--- config.mk ---
export PLATFORM = sky130hd
export DESIGN_NAME = hash_learn_flat
export DESIGN_NICKNAME = d
export VERILOG_FILES = /design/src/rtl/hash_learn_pkg.sv /design/src/rtl/hash_learn_if.sv /design/src/rtl/hash_learn_tick.sv /design/src/rtl/hash_learn.sv /design/src/flat_wrapper.sv
export SDC_FILE = /design/constraint.sdc
export NUM_CORES = 1
export LEC_CHECK = 0
export CORE_MARGIN = 4
export CORE_UTILIZATION = 48
export DETAILED_ROUTE_END_ITERATION = 8
export PLACE_DENSITY = 0.8
export SYNTH_ARGS = -nofsm -noshare
export SYNTH_HDL_FRONTEND = slang
export SYNTH_HIERARCHICAL = 1
export SYNTH_SLANG_ARGS = --single-unit
--- constraint.sdc ---
create_clock -name clk -period 2.29 [get_ports clk]
set_clock_uncertainty 0.05 [all_clocks]
set_input_delay 0.229 -clock clk [delete_from_list [all_inputs] [get_ports clk]]
set_output_delay 0.229 -clock clk [all_outputs]
set_load 0.02 [all_outputs]
--- src/rtl/hash_learn_pkg.sv ---
// Shared types for the hash-table learning engine: FSM state encoding.
package hash_learn_pkg;

  typedef enum logic [2:0] {
    ST_IDLE   = 3'd0,
    ST_LOOKUP = 3'd1,
    ST_LEARN  = 3'd2,
    ST_OUT    = 3'd3,
    ST_DEL    = 3'd4
  } state_t;

endpackage

--- src/rtl/hash_learn_if.sv ---
// Record, result, management-delete and table-request signals of the learning engine.
// Handshakes: in_valid/in_ready and out_valid/out_ready transfer on a clock edge where
// both are high; valid is held with stable data until that edge. del_req and h_req are
// held until their one-cycle ack pulse (del_ack / h_ack).
interface hash_learn_if #(
  parameter int KEYWIDTH   = 20,
  parameter int VALUEWIDTH = 2
);
  logic [KEYWIDTH-1:0]   in_src;
  logic [KEYWIDTH-1:0]   in_dst;
  logic                  in_valid;
  logic                  in_ready;
  logic                  out_found;
  logic [VALUEWIDTH-1:0] out_value;
  logic                  out_new;
  logic                  out_valid;
  logic                  out_ready;
  logic [KEYWIDTH-1:0]   del_key;
  logic                  del_req;
  logic                  del_ack;
  logic                  del_found;
  logic [KEYWIDTH-1:0]   h_key;
  logic [VALUEWIDTH-1:0] h_value;
  logic                  h_add;
  logic                  h_update;
  logic                  h_del;
  logic                  h_req;
  logic                  h_ack;
  logic                  h_found;
  logic [VALUEWIDTH-1:0] h_found_value;
  logic                  h_ovf;

  // Engine side: requester toward the table, responder toward parser/management.
  modport master (
    input  in_src, in_dst, in_valid, out_ready, del_key, del_req,
           h_ack, h_found, h_found_value, h_ovf,
    output in_ready, out_found, out_value, out_new, out_valid, del_ack, del_found,
           h_key, h_value, h_add, h_update, h_del, h_req
  );

  modport slave (
    output in_src, in_dst, in_valid, out_ready, del_key, del_req,
           h_ack, h_found, h_found_value, h_ovf,
    input  in_ready, out_found, out_value, out_new, out_valid, del_ack, del_found,
           h_key, h_value, h_add, h_update, h_del, h_req
  );
endinterface

--- src/rtl/hash_learn_tick.sv ---
// Age-tick generator: prescaler of TICK_CYCLES clocks advancing a wrapping timestamp.
module hash_learn_tick #(
  parameter int TICK_CYCLES = 1000000,
  parameter int VALUEWIDTH  = 2
) (
  input  logic                  clk,
  input  logic                  reset,
  output logic [VALUEWIDTH-1:0] tstamp
);
  localparam int PW = (TICK_CYCLES > 1) ? $clog2(TICK_CYCLES) : 1;
  localparam logic [PW-1:0] LAST = PW'(TICK_CYCLES - 1);

  logic [PW-1:0]         r_cnt;
  logic [VALUEWIDTH-1:0] r_tstamp;

  always_ff @(posedge clk) begin
    if (reset) begin
      r_cnt    <= '0;
      r_tstamp <= '0;
    end else if (r_cnt == LAST) begin
      r_cnt    <= '0;
      r_tstamp <= r_tstamp + VALUEWIDTH'(1);
    end else begin
      r_cnt <= r_cnt + PW'(1);
    end
  end

  assign tstamp = r_tstamp;
endmodule

--- src/rtl/hash_learn.sv ---
// Learning engine: per record looks up dst, then adds/refreshes src with the current
// age tick; also serves management deletes. Talks to the hash table one request at a time.
module hash_learn
  import hash_learn_pkg::*;
#(
  parameter int KEYWIDTH    = 20,
  parameter int VALUEWIDTH  = 2,
  parameter int TICK_CYCLES = 1000000,
  parameter int CNTWIDTH    = 16
) (
  input  logic                  clk,
  input  logic                  reset,
  hash_learn_if.master          bus,
  output logic                  ovf,
  output logic [CNTWIDTH-1:0]   learn_count,
  output logic [CNTWIDTH-1:0]   del_count,
  output logic [VALUEWIDTH-1:0] tstamp,
  output state_t                dbg_state
);
  state_t                r_state;
  logic                  r_in_ready;
  logic [KEYWIDTH-1:0]   r_src;
  logic                  r_out_found;
  logic [VALUEWIDTH-1:0] r_out_value;
  logic                  r_out_new;
  logic                  r_out_valid;
  logic                  r_del_ack;
  logic                  r_del_found;
  logic [KEYWIDTH-1:0]   r_h_key;
  logic [VALUEWIDTH-1:0] r_h_value;
  logic                  r_h_add;
  logic                  r_h_update;
  logic                  r_h_del;
  logic                  r_h_req;
  logic                  r_ovf;
  logic [CNTWIDTH-1:0]   r_learn_count;
  logic [CNTWIDTH-1:0]   r_del_count;
  logic [VALUEWIDTH-1:0] w_tstamp;
  logic                  w_learn_new;

  hash_learn_tick #(
    .TICK_CYCLES(TICK_CYCLES),
    .VALUEWIDTH (VALUEWIDTH)
  ) u_tick (
    .clk   (clk),
    .reset (reset),
    .tstamp(w_tstamp)
  );

  // h_ovf is taken as seen on the ack cycle, so an add that overflowed is not new.
  assign w_learn_new = !bus.h_found && !bus.h_ovf;

  always_ff @(posedge clk) begin
    if (reset) begin
      r_state       <= ST_IDLE;
      r_in_ready    <= 1'b0;
      r_src         <= '0;
      r_out_found   <= 1'b0;
      r_out_value   <= '0;
      r_out_new     <= 1'b0;
      r_out_valid   <= 1'b0;
      r_del_ack     <= 1'b0;
      r_del_found   <= 1'b0;
      r_h_key       <= '0;
      r_h_value     <= '0;
      r_h_add       <= 1'b0;
      r_h_update    <= 1'b0;
      r_h_del       <= 1'b0;
      r_h_req       <= 1'b0;
      r_ovf         <= 1'b0;
      r_learn_count <= '0;
      r_del_count   <= '0;
    end else begin
      r_ovf     <= bus.h_ovf;
      r_del_ack <= 1'b0;
      case (r_state)
        ST_IDLE: begin
          if (r_in_ready) begin
            r_in_ready <= 1'b0;
            if (bus.in_valid) begin
              r_src      <= bus.in_src;
              r_h_key    <= bus.in_dst;
              r_h_value  <= '0;
              r_h_add    <= 1'b0;
              r_h_update <= 1'b0;
              r_h_del    <= 1'b0;
              r_h_req    <= 1'b1;
              r_state    <= ST_LOOKUP;
            end
          // del_ack high means the caller may still be holding the finished del_req.
          end else if (bus.del_req && !r_del_ack) begin
            r_h_key    <= bus.del_key;
            r_h_value  <= '0;
            r_h_add    <= 1'b0;
            r_h_update <= 1'b0;
            r_h_del    <= 1'b1;
            r_h_req    <= 1'b1;
            r_state    <= ST_DEL;
          end else if (bus.in_valid && !r_out_valid) begin
            r_in_ready <= 1'b1;
          end
        end
        ST_LOOKUP: begin
          if (bus.h_ack) begin
            r_h_req     <= 1'b0;
            r_out_found <= bus.h_found;
            r_out_value <= bus.h_found ? bus.h_found_value : '0;
            r_state     <= ST_LEARN;
          end
        end
        ST_LEARN: begin
          // h_req is low on entry (dropped on the lookup ack), so the learn issues one cycle later.
          if (!r_h_req) begin
            r_h_key    <= r_src;
            r_h_value  <= w_tstamp;
            r_h_add    <= 1'b1;
            r_h_update <= 1'b1;
            r_h_del    <= 1'b0;
            r_h_req    <= 1'b1;
          end else if (bus.h_ack) begin
            r_h_req       <= 1'b0;
            r_h_add       <= 1'b0;
            r_h_update    <= 1'b0;
            r_out_new     <= w_learn_new;
            r_learn_count <= r_learn_count + CNTWIDTH'(w_learn_new);
            r_out_valid   <= 1'b1;
            r_state       <= ST_OUT;
          end
        end
        ST_OUT: begin
          if (bus.out_ready) begin
            r_out_valid <= 1'b0;
            r_state     <= ST_IDLE;
          end
        end
        ST_DEL: begin
          if (bus.h_ack) begin
            r_h_req     <= 1'b0;
            r_h_del     <= 1'b0;
            r_del_ack   <= 1'b1;
            r_del_found <= bus.h_found;
            r_del_count <= r_del_count + CNTWIDTH'(bus.h_found);
            r_state     <= ST_IDLE;
          end
        end
        default: r_state <= ST_IDLE;
      endcase
    end
  end

  assign bus.in_ready  = r_in_ready;
  assign bus.out_found = r_out_found;
  assign bus.out_value = r_out_value;
  assign bus.out_new   = r_out_new;
  assign bus.out_valid = r_out_valid;
  assign bus.del_ack   = r_del_ack;
  assign bus.del_found = r_del_found;
  assign bus.h_key     = r_h_key;
  assign bus.h_value   = r_h_value;
  assign bus.h_add     = r_h_add;
  assign bus.h_update  = r_h_update;
  assign bus.h_del     = r_h_del;
  assign bus.h_req     = r_h_req;
  assign ovf           = r_ovf;
  assign learn_count   = r_learn_count;
  assign del_count     = r_del_count;
  assign tstamp        = w_tstamp;
  assign dbg_state     = r_state;
endmodule

--- src/flat_wrapper.sv ---
// flat-port wrapper written by rule: the top's interface ports become plain ports
module hash_learn_flat import hash_learn_pkg::*;
#(
  parameter int KEYWIDTH    = 20,
  parameter int VALUEWIDTH  = 2,
  parameter int TICK_CYCLES = 1000000,
  parameter int CNTWIDTH    = 16
)
  (clk, reset, ovf, learn_count, del_count, tstamp, dbg_state, bus_in_src, bus_in_dst, bus_in_valid, bus_out_ready, bus_del_key, bus_del_req, bus_h_ack, bus_h_found, bus_h_found_value, bus_h_ovf, bus_in_ready, bus_out_found, bus_out_value, bus_out_new, bus_out_valid, bus_del_ack, bus_del_found, bus_h_key, bus_h_value, bus_h_add, bus_h_update, bus_h_del, bus_h_req);
  hash_learn_if #(.KEYWIDTH(KEYWIDTH), .VALUEWIDTH(VALUEWIDTH)) bus_i ();
  input  logic clk;
  input  logic reset;
  output logic ovf;
  output logic [CNTWIDTH-1:0] learn_count;
  output logic [CNTWIDTH-1:0] del_count;
  output logic [VALUEWIDTH-1:0] tstamp;
  output state_t dbg_state;
  input wire logic [$bits(bus_i.in_src)-1:0] bus_in_src;
  input wire logic [$bits(bus_i.in_dst)-1:0] bus_in_dst;
  input wire logic [$bits(bus_i.in_valid)-1:0] bus_in_valid;
  input wire logic [$bits(bus_i.out_ready)-1:0] bus_out_ready;
  input wire logic [$bits(bus_i.del_key)-1:0] bus_del_key;
  input wire logic [$bits(bus_i.del_req)-1:0] bus_del_req;
  input wire logic [$bits(bus_i.h_ack)-1:0] bus_h_ack;
  input wire logic [$bits(bus_i.h_found)-1:0] bus_h_found;
  input wire logic [$bits(bus_i.h_found_value)-1:0] bus_h_found_value;
  input wire logic [$bits(bus_i.h_ovf)-1:0] bus_h_ovf;
  output wire logic [$bits(bus_i.in_ready)-1:0] bus_in_ready;
  output wire logic [$bits(bus_i.out_found)-1:0] bus_out_found;
  output wire logic [$bits(bus_i.out_value)-1:0] bus_out_value;
  output wire logic [$bits(bus_i.out_new)-1:0] bus_out_new;
  output wire logic [$bits(bus_i.out_valid)-1:0] bus_out_valid;
  output wire logic [$bits(bus_i.del_ack)-1:0] bus_del_ack;
  output wire logic [$bits(bus_i.del_found)-1:0] bus_del_found;
  output wire logic [$bits(bus_i.h_key)-1:0] bus_h_key;
  output wire logic [$bits(bus_i.h_value)-1:0] bus_h_value;
  output wire logic [$bits(bus_i.h_add)-1:0] bus_h_add;
  output wire logic [$bits(bus_i.h_update)-1:0] bus_h_update;
  output wire logic [$bits(bus_i.h_del)-1:0] bus_h_del;
  output wire logic [$bits(bus_i.h_req)-1:0] bus_h_req;
  assign bus_i.in_src = bus_in_src;
  assign bus_i.in_dst = bus_in_dst;
  assign bus_i.in_valid = bus_in_valid;
  assign bus_i.out_ready = bus_out_ready;
  assign bus_i.del_key = bus_del_key;
  assign bus_i.del_req = bus_del_req;
  assign bus_i.h_ack = bus_h_ack;
  assign bus_i.h_found = bus_h_found;
  assign bus_i.h_found_value = bus_h_found_value;
  assign bus_i.h_ovf = bus_h_ovf;
  assign bus_in_ready = bus_i.in_ready;
  assign bus_out_found = bus_i.out_found;
  assign bus_out_value = bus_i.out_value;
  assign bus_out_new = bus_i.out_new;
  assign bus_out_valid = bus_i.out_valid;
  assign bus_del_ack = bus_i.del_ack;
  assign bus_del_found = bus_i.del_found;
  assign bus_h_key = bus_i.h_key;
  assign bus_h_value = bus_i.h_value;
  assign bus_h_add = bus_i.h_add;
  assign bus_h_update = bus_i.h_update;
  assign bus_h_del = bus_i.h_del;
  assign bus_h_req = bus_i.h_req;
  hash_learn #(.KEYWIDTH(KEYWIDTH), .VALUEWIDTH(VALUEWIDTH), .TICK_CYCLES(TICK_CYCLES), .CNTWIDTH(CNTWIDTH)) u_core (.clk(clk), .reset(reset), .bus(bus_i), .ovf(ovf), .learn_count(learn_count), .del_count(del_count), .tstamp(tstamp), .dbg_state(dbg_state));
endmodule
* Word-level counts from Yosys, hierarchy flattened *
Cells that the tools add are included.

word-level totals
  input port bits = 70
  logic and storage cells = 107
  bits in registers = 111
  output and inout bits = 72

operators by class
  reduce and logical (&&, ||, !) cells = 25
  add/subtract/negate cells = 4
  bitwise operators = 1
  eq/ne operators = 15
  multiplexer cells = 43

operators with widths
  kind                     count
  $mux W20                 4
  $pmux W20 S2             1
  $add A16 B1 Y16          2
  $mux W3                  8
  $add A20 B1 Y20 const B  1
  $eq A20 B20 Y1 const B   1
  $mux W1                  19
  $reduce_and A4 Y1        4
  $pmux W3 S5              1
  $mux W2                  5
  $ne A2 B2 Y1 const B     5
  $reduce_and A7 Y1        1
  $eq A3 B2 Y1 const B     2
  $ne A3 B3 Y1 const B     2
  $pmux W1 S3              2
  $reduce_and A3 Y1        2
  $reduce_bool A3 Y1       2
  $reduce_or A2 Y1         3
  $reduce_and A5 Y1        1
  $logic_not A1 Y1         4
  $ne A2 B1 Y1 const B     2
  $pmux W1 S2              2
  $pmux W2 S2              1
  $reduce_and A2 Y1        2
  other kinds (8)          11

* Depth between registers and ports, before layout *
  depth in word-level cells = 5
  depth in mapped cells = 7
  mapped depth without buffers = 6

* Modules after synthesis *
The synthesis kept the hierarchy.

by module, submodules not included
  module           times used  sequential area each (um^2)  area an instance (um^2)  cells an instance
  hash_learn       1           1781.7                       4149.0                   507
  hash_learn_tick  1           440.4                        1041.0                   115

* Worst setup path before layout *
Ideal clock, no wire load.

  path kind = register to register
  from = register u_core.r_state[1] (netlist: u_core/dbg_state[1])
  to = register u_core.r_del_count[15] (netlist: u_core/del_count[15])
  period minus slack after synthesis = 1977 ps
  data required time = 2170 ps
  arrival time = 1857 ps
  setup time = 70 ps
  setup slack = 313 ps
  stages on the path, launching flop included = 7
  buffers on the path = 2
  cell sequence = dfxtp_1 buf_6 nand4bb_4 buf_6 or4_4 or3_1 a21oi_1

between the ends
  cells in the longest elaborated chain, start to end = 2

RTL lines
  element                             line               text
  start: declaration                  hash_learn.sv:20   state_t r_state;
  start signal: assignment            hash_learn.sv:55   r_state <= ST_IDLE;
  start signal: assignment            hash_learn.sv:88   r_state <= ST_LOOKUP;
  start signal: assignment            hash_learn.sv:98   r_state <= ST_DEL;
  $eq A3 B3 Y1                        hash_learn.sv:76   case (r_state)
  $reduce_and A2 Y1 (no source line)  --
  end signal: assignment              hash_learn.sv:142  r_del_count <= r_del_count + CNTWIDTH'(bus.h_found);
  end: declaration                    hash_learn.sv:37   logic [CNTWIDTH-1:0] r_del_count;

Every way passes these cells.
A chain may end at the register's enable or synchronous reset.

* Final worst setup path *
  from = register u_core.r_state[2] (netlist: u_core/dbg_state[2])
  to = register u_core.r_del_count[13] (netlist: u_core/del_count[13])

Same word-level chain as after synthesis.

==> out/metrics.csv <==
stage;metric;value;unit
pwr;Clk network pwr share;0.303;
final_layout;nets@finish;832;
sta;Setup-failing EPs final;0;
final_layout;Fill cells;877;
clocking;root buffer cell;clkbuf_8;
floorplan;die area;12500;sq um
worst_setup_path;crit path cell chain;nand4bb_4, or4_4, or3_1, a21oi_1;
grt;global-route wire length before repair;22900;um
grt;largest net degree at the start of global routing;42;
route;wire length per cell;15.8;um
worst_setup_path;flop2flop setup slack;0.25;ns
floorplan;Die Y;112;um
worst_setup_path;kind of cell adding the most delay to the critical path;simple AND/OR/NAND/NOR gates;
clocking;Clock Latency Late Sink;0.36;ns
floorplan;CORE AREA;10400;sq um
route;Vias/cell;5.61;
worst_setup_path;CP bufs+invs;0;
route;DR pass1 iterations;6;
sta;f_max;490;MHz
worst_setup_path;slowest stage delay, CP;0.66;ns
synth;Post-synth ARST share;0;
synth;dominant synthesized flop cell;dfxtp_1;
grt;vias in the first global route;4804;
worst_setup_path;worst r2r src;u_core/dbg_state[2];
floorplan;# rows;37;
worst_setup_path;R2R depth;4;
worst_setup_path;Worst path slowest cell;dfxtp_1;
grt;initial antenna violation count;0;
flow_run;Max Cap Violations;0;
synth;Avg Synthesized Cell Area;8.34;sq um
synth;Syn Std Cell Area;5190;sq um
final_layout;# diodes;0;
final_layout;Syn-to-layout area delta;34.2;%
sta;RSZ-0062 raised after global routing;no;
floorplan;DIE WIDTH;112;um
worst_setup_path;Crit Path Class;reg2reg;
synth;yosys warns;6;
route;antenna viol nets, final;0;
worst_setup_path;CP arrival;2.28;ns
pwr;Flop pwr share;0.532;
grt;GR Overflow Total;0;
placement;hpwl dp;10100;um
synth;EDFF count, synth;0;
worst_setup_path;reg-to-reg endpoint;u_core/del_count[13];
worst_setup_path;Critical Path Sink Type;flop;
placement;GPL Wtd Cong;0.887;
synth;#FFs+latches synth;111;
sta;max-slew violation count;0;
pwr;P_int;2.82;mW
synth;Cells after Synth;622;
sta;Final period util;0.891;
worst_setup_path;critical path fanouts, max;12;
min_path;Hold Crit Depth;2;
sta;setup TNS;0;ns
clocking;Clock transition at path regs;0.10;ns
clocking;Hold-fix buffers, CTS;0;
clocking;CTS tree;done;
min_path;hold path endpoint;u_core/del_count[4];
pwr;VDD IR-drop max;326;uV
pwr;Leak Pwr;2.42;nW
synth;share of the synthesized area in the top cell type;0.428;
pwr;Combinational Power Share;0.165;
route;Iter 0 DRT Violations;349;
sta;Tmin final;2.04;ns
sta;final hold violation count;0;
synth;Area contributors post-synth;dfxtp_1 43%, nand2_1 7.6%, a21oi_1 6.4%, mux2i_1 5.6%, nor2_1 4.4%;
final_layout;share of post-route cells with drive strength above 1;0.0670;
min_path;worst min-delay path class;in2reg;
clocking;Max H-tree Level;3;
route;drt total wl;14200;um
route;via count;5034;
final_layout;Core Util, Final;0.669;
clocking;CTS Buf Count;9;
sta;actual slew at the worst max-slew pin;0.609;ns
pwr;switch share;0.264;
placement;placed cells;881;
grt;Total GRT Usage;0.218;
worst_setup_path;Worst Path Required;2.53;ns
synth;Synth cell types;55;
floorplan;I/O Pins;142;
placement;Port-buffer cells;141;
worst_setup_path;Critical Path Start Type;flop;
floorplan;Initial Util;0.498;
route;DRC errors left;0;
outcome;status;completed;
pwr;net switching power;1.01;mW
synth;post-synthesis sequential area ratio;0.428;
synth;area leader, netlist;dfxtp_1;
synth;Post-Syn Nets;698;
sta;Max transition margin;0.594;
clocking;Setup Fix Bufs, Post-CTS;0;
clocking;clk buf depth;2;
pwr;power density cells;549;nW/um^2
clocking;clock sinks;111;
final_layout;final cell count without fillers;897;
clocking;Post-CTS Resized;0;
sta;Hold Slack;0.325;ns
min_path;hold path start;reset;
-- cell type report --
cell class	count	area [sq um]	share of cell area
multi-input combinational	461	2760	0.396
sequential	111	2220	0.319
clock buffer	11	131	0.0189
inverter	12	45.0	0.00647
timing repair buffer	161	1580	0.227
tap	136	170	0.0244
clock inverter	5	58.8	0.00844
-- sequential cells by signal, summed over array words and instances, names as in the netlist --
signal and cells:
u_core/bus.h_value 2, u_core/r_src 20, u_core/del_count 16, u_core/bus.out_value 2, u_core/dbg_state 3, u_core/bus.h_key 20
u_core/u_tick/tstamp 2, u_core/bus.del_ack 1, u_core/bus.in_ready 1, u_core/bus.h_del 1, u_core/learn_count 16, u_core/bus.out_new 1
u_core/ovf 1, u_core/bus.h_req 1, u_core/bus.h_update 1, u_core/bus.out_found 1, u_core/bus.out_valid 1, u_core/bus.del_found 1
u_core/u_tick/r_cnt 20
-- metal layers --
layer / wire length (um) / track usage / up-vias
met5: 0 / 0 / -
met4: 412 / 0.0849 / 0
met3: 851 / 0.0467 / 37
met2: 6940 / 0.369 / 185
met1: 5950 / 0.271 / 2358
li1: - / - / 2454
-- power groups by stage --
stage	combinational, mW	clock, mW	sequential (mW)
floorplan	0.263	0	2.13
global placement	0.615	0	2.08
detailed placement	0.628	0	2.08
CTS	0.631	1.18	2.04
global route	0.676	1.28	2.05
finish	0.630	1.16	2.04
-- cell usage after synthesis, types with 2 or more instances --
cell / count
a211oi_1: 2
a21oi_1: 66
a22oi_1: 2
and2_1: 4
and3_1: 5
and4_1: 3
buf_1: 3
buf_4: 2
buf_6: 2
clkbuf_1: 30
dfxtp_1: 111
ha_1: 6
inv_1: 12
mux2i_1: 29
nand2_1: 105
nand2b_1: 4
nand3_1: 21
nand4_1: 16
nand4_4: 2
nand4b_1: 3
nor2_1: 61
nor2b_1: 3
nor3_1: 14
nor4_1: 8
o211ai_1: 21
o21ai_0: 10
o311ai_0: 2
o31ai_1: 6
o41ai_1: 3
or2_2: 3
or3_1: 5
or3b_2: 2
or4_1: 7
xnor2_1: 21
xor2_1: 8
-- worst reg2reg max path: stages (launching register included) --
cell and delay (ns):
dfxtp_1 0.66, nand4bb_4 0.15, or4_4 0.59, or3_1 0.35
a21oi_1 0.17
-- cells by family (layout without fill, tap and decap cells) --
family | Yosys count | after routing | synth area share
adder cells (fa/ha/maj) | 6 | 6 | 0.0145
multiplexers | 31 | 31 | 0.0603
AND/OR/NAND/NOR | 273 | 273 | 0.264
XOR/XNOR | 29 | 29 | 0.0489
buffers and inverters | 50 | 189 | 0.0407
AO/OA/AOI/OAI | 122 | 122 | 0.143
flip-flops | 111 | 111 | 0.428
-- metrics by stage --
step / setup slack [ns] / area [sq um] / total power [mW]
after global placement: 0.0338 / 6780 / 2.69
after floorplan: 0.313 / 5190 / 2.39
after CTS: 0.263 / 6970 / 3.85
final: 0.250 / 6970 / 3.82
after detailed placement: -0.0277 / 6780 / 2.71
after global routing: 0.108 / 6970 / 4.00
-- worst max-delay path by stage --
stage                                    from  cells after the start  slack (ns)                endpoint
after floorplan           u_core/dbg_state[1]                      6        0.31    u_core/del_count[15]
after global placement            bus_h_found                      6        0.03    u_core/del_count[15]
after detailed placement          bus_h_found                      7       -0.03  u_core/learn_count[14]
after CTS                 u_core/dbg_state[2]                      1        0.26            dbg_state[2]
after global routing      u_core/dbg_state[1]                      5        0.11  u_core/learn_count[10]
final                     u_core/dbg_state[2]                      4        0.25    u_core/del_count[13]
-- cells in the final DEF (no fill, tap or decap), types with 2 or more instances in the layout --
master / n
or3_1: 5
nor4_1: 8
and4_1: 3
nor2_1: 61
a21oi_1: 66
nand3_1: 21
o31ai_1: 6
clkbuf_8: 9
xnor2_1: 21
a22oi_1: 2
buf_12: 2
nor2b_1: 3
and3_1: 5
o41ai_1: 3
dfxtp_1: 111
o21ai_0: 10
ha_1: 6
mux2i_1: 29
clkdlybuf4s50_1: 140
or3b_2: 2
nand4b_1: 3
nand2_1: 105
nor3_1: 14
and2_1: 4
nand2b_1: 4
nand4_1: 16
or2_2: 3
a211oi_1: 2
clkbuf_1: 2
o211ai_1: 21
o311ai_0: 2
inv_1: 12
nand4_4: 2
clkinvlp_4: 2
xor2_1: 8
or4_1: 7
buf_4: 18
(Power assumes the default switching activity.)
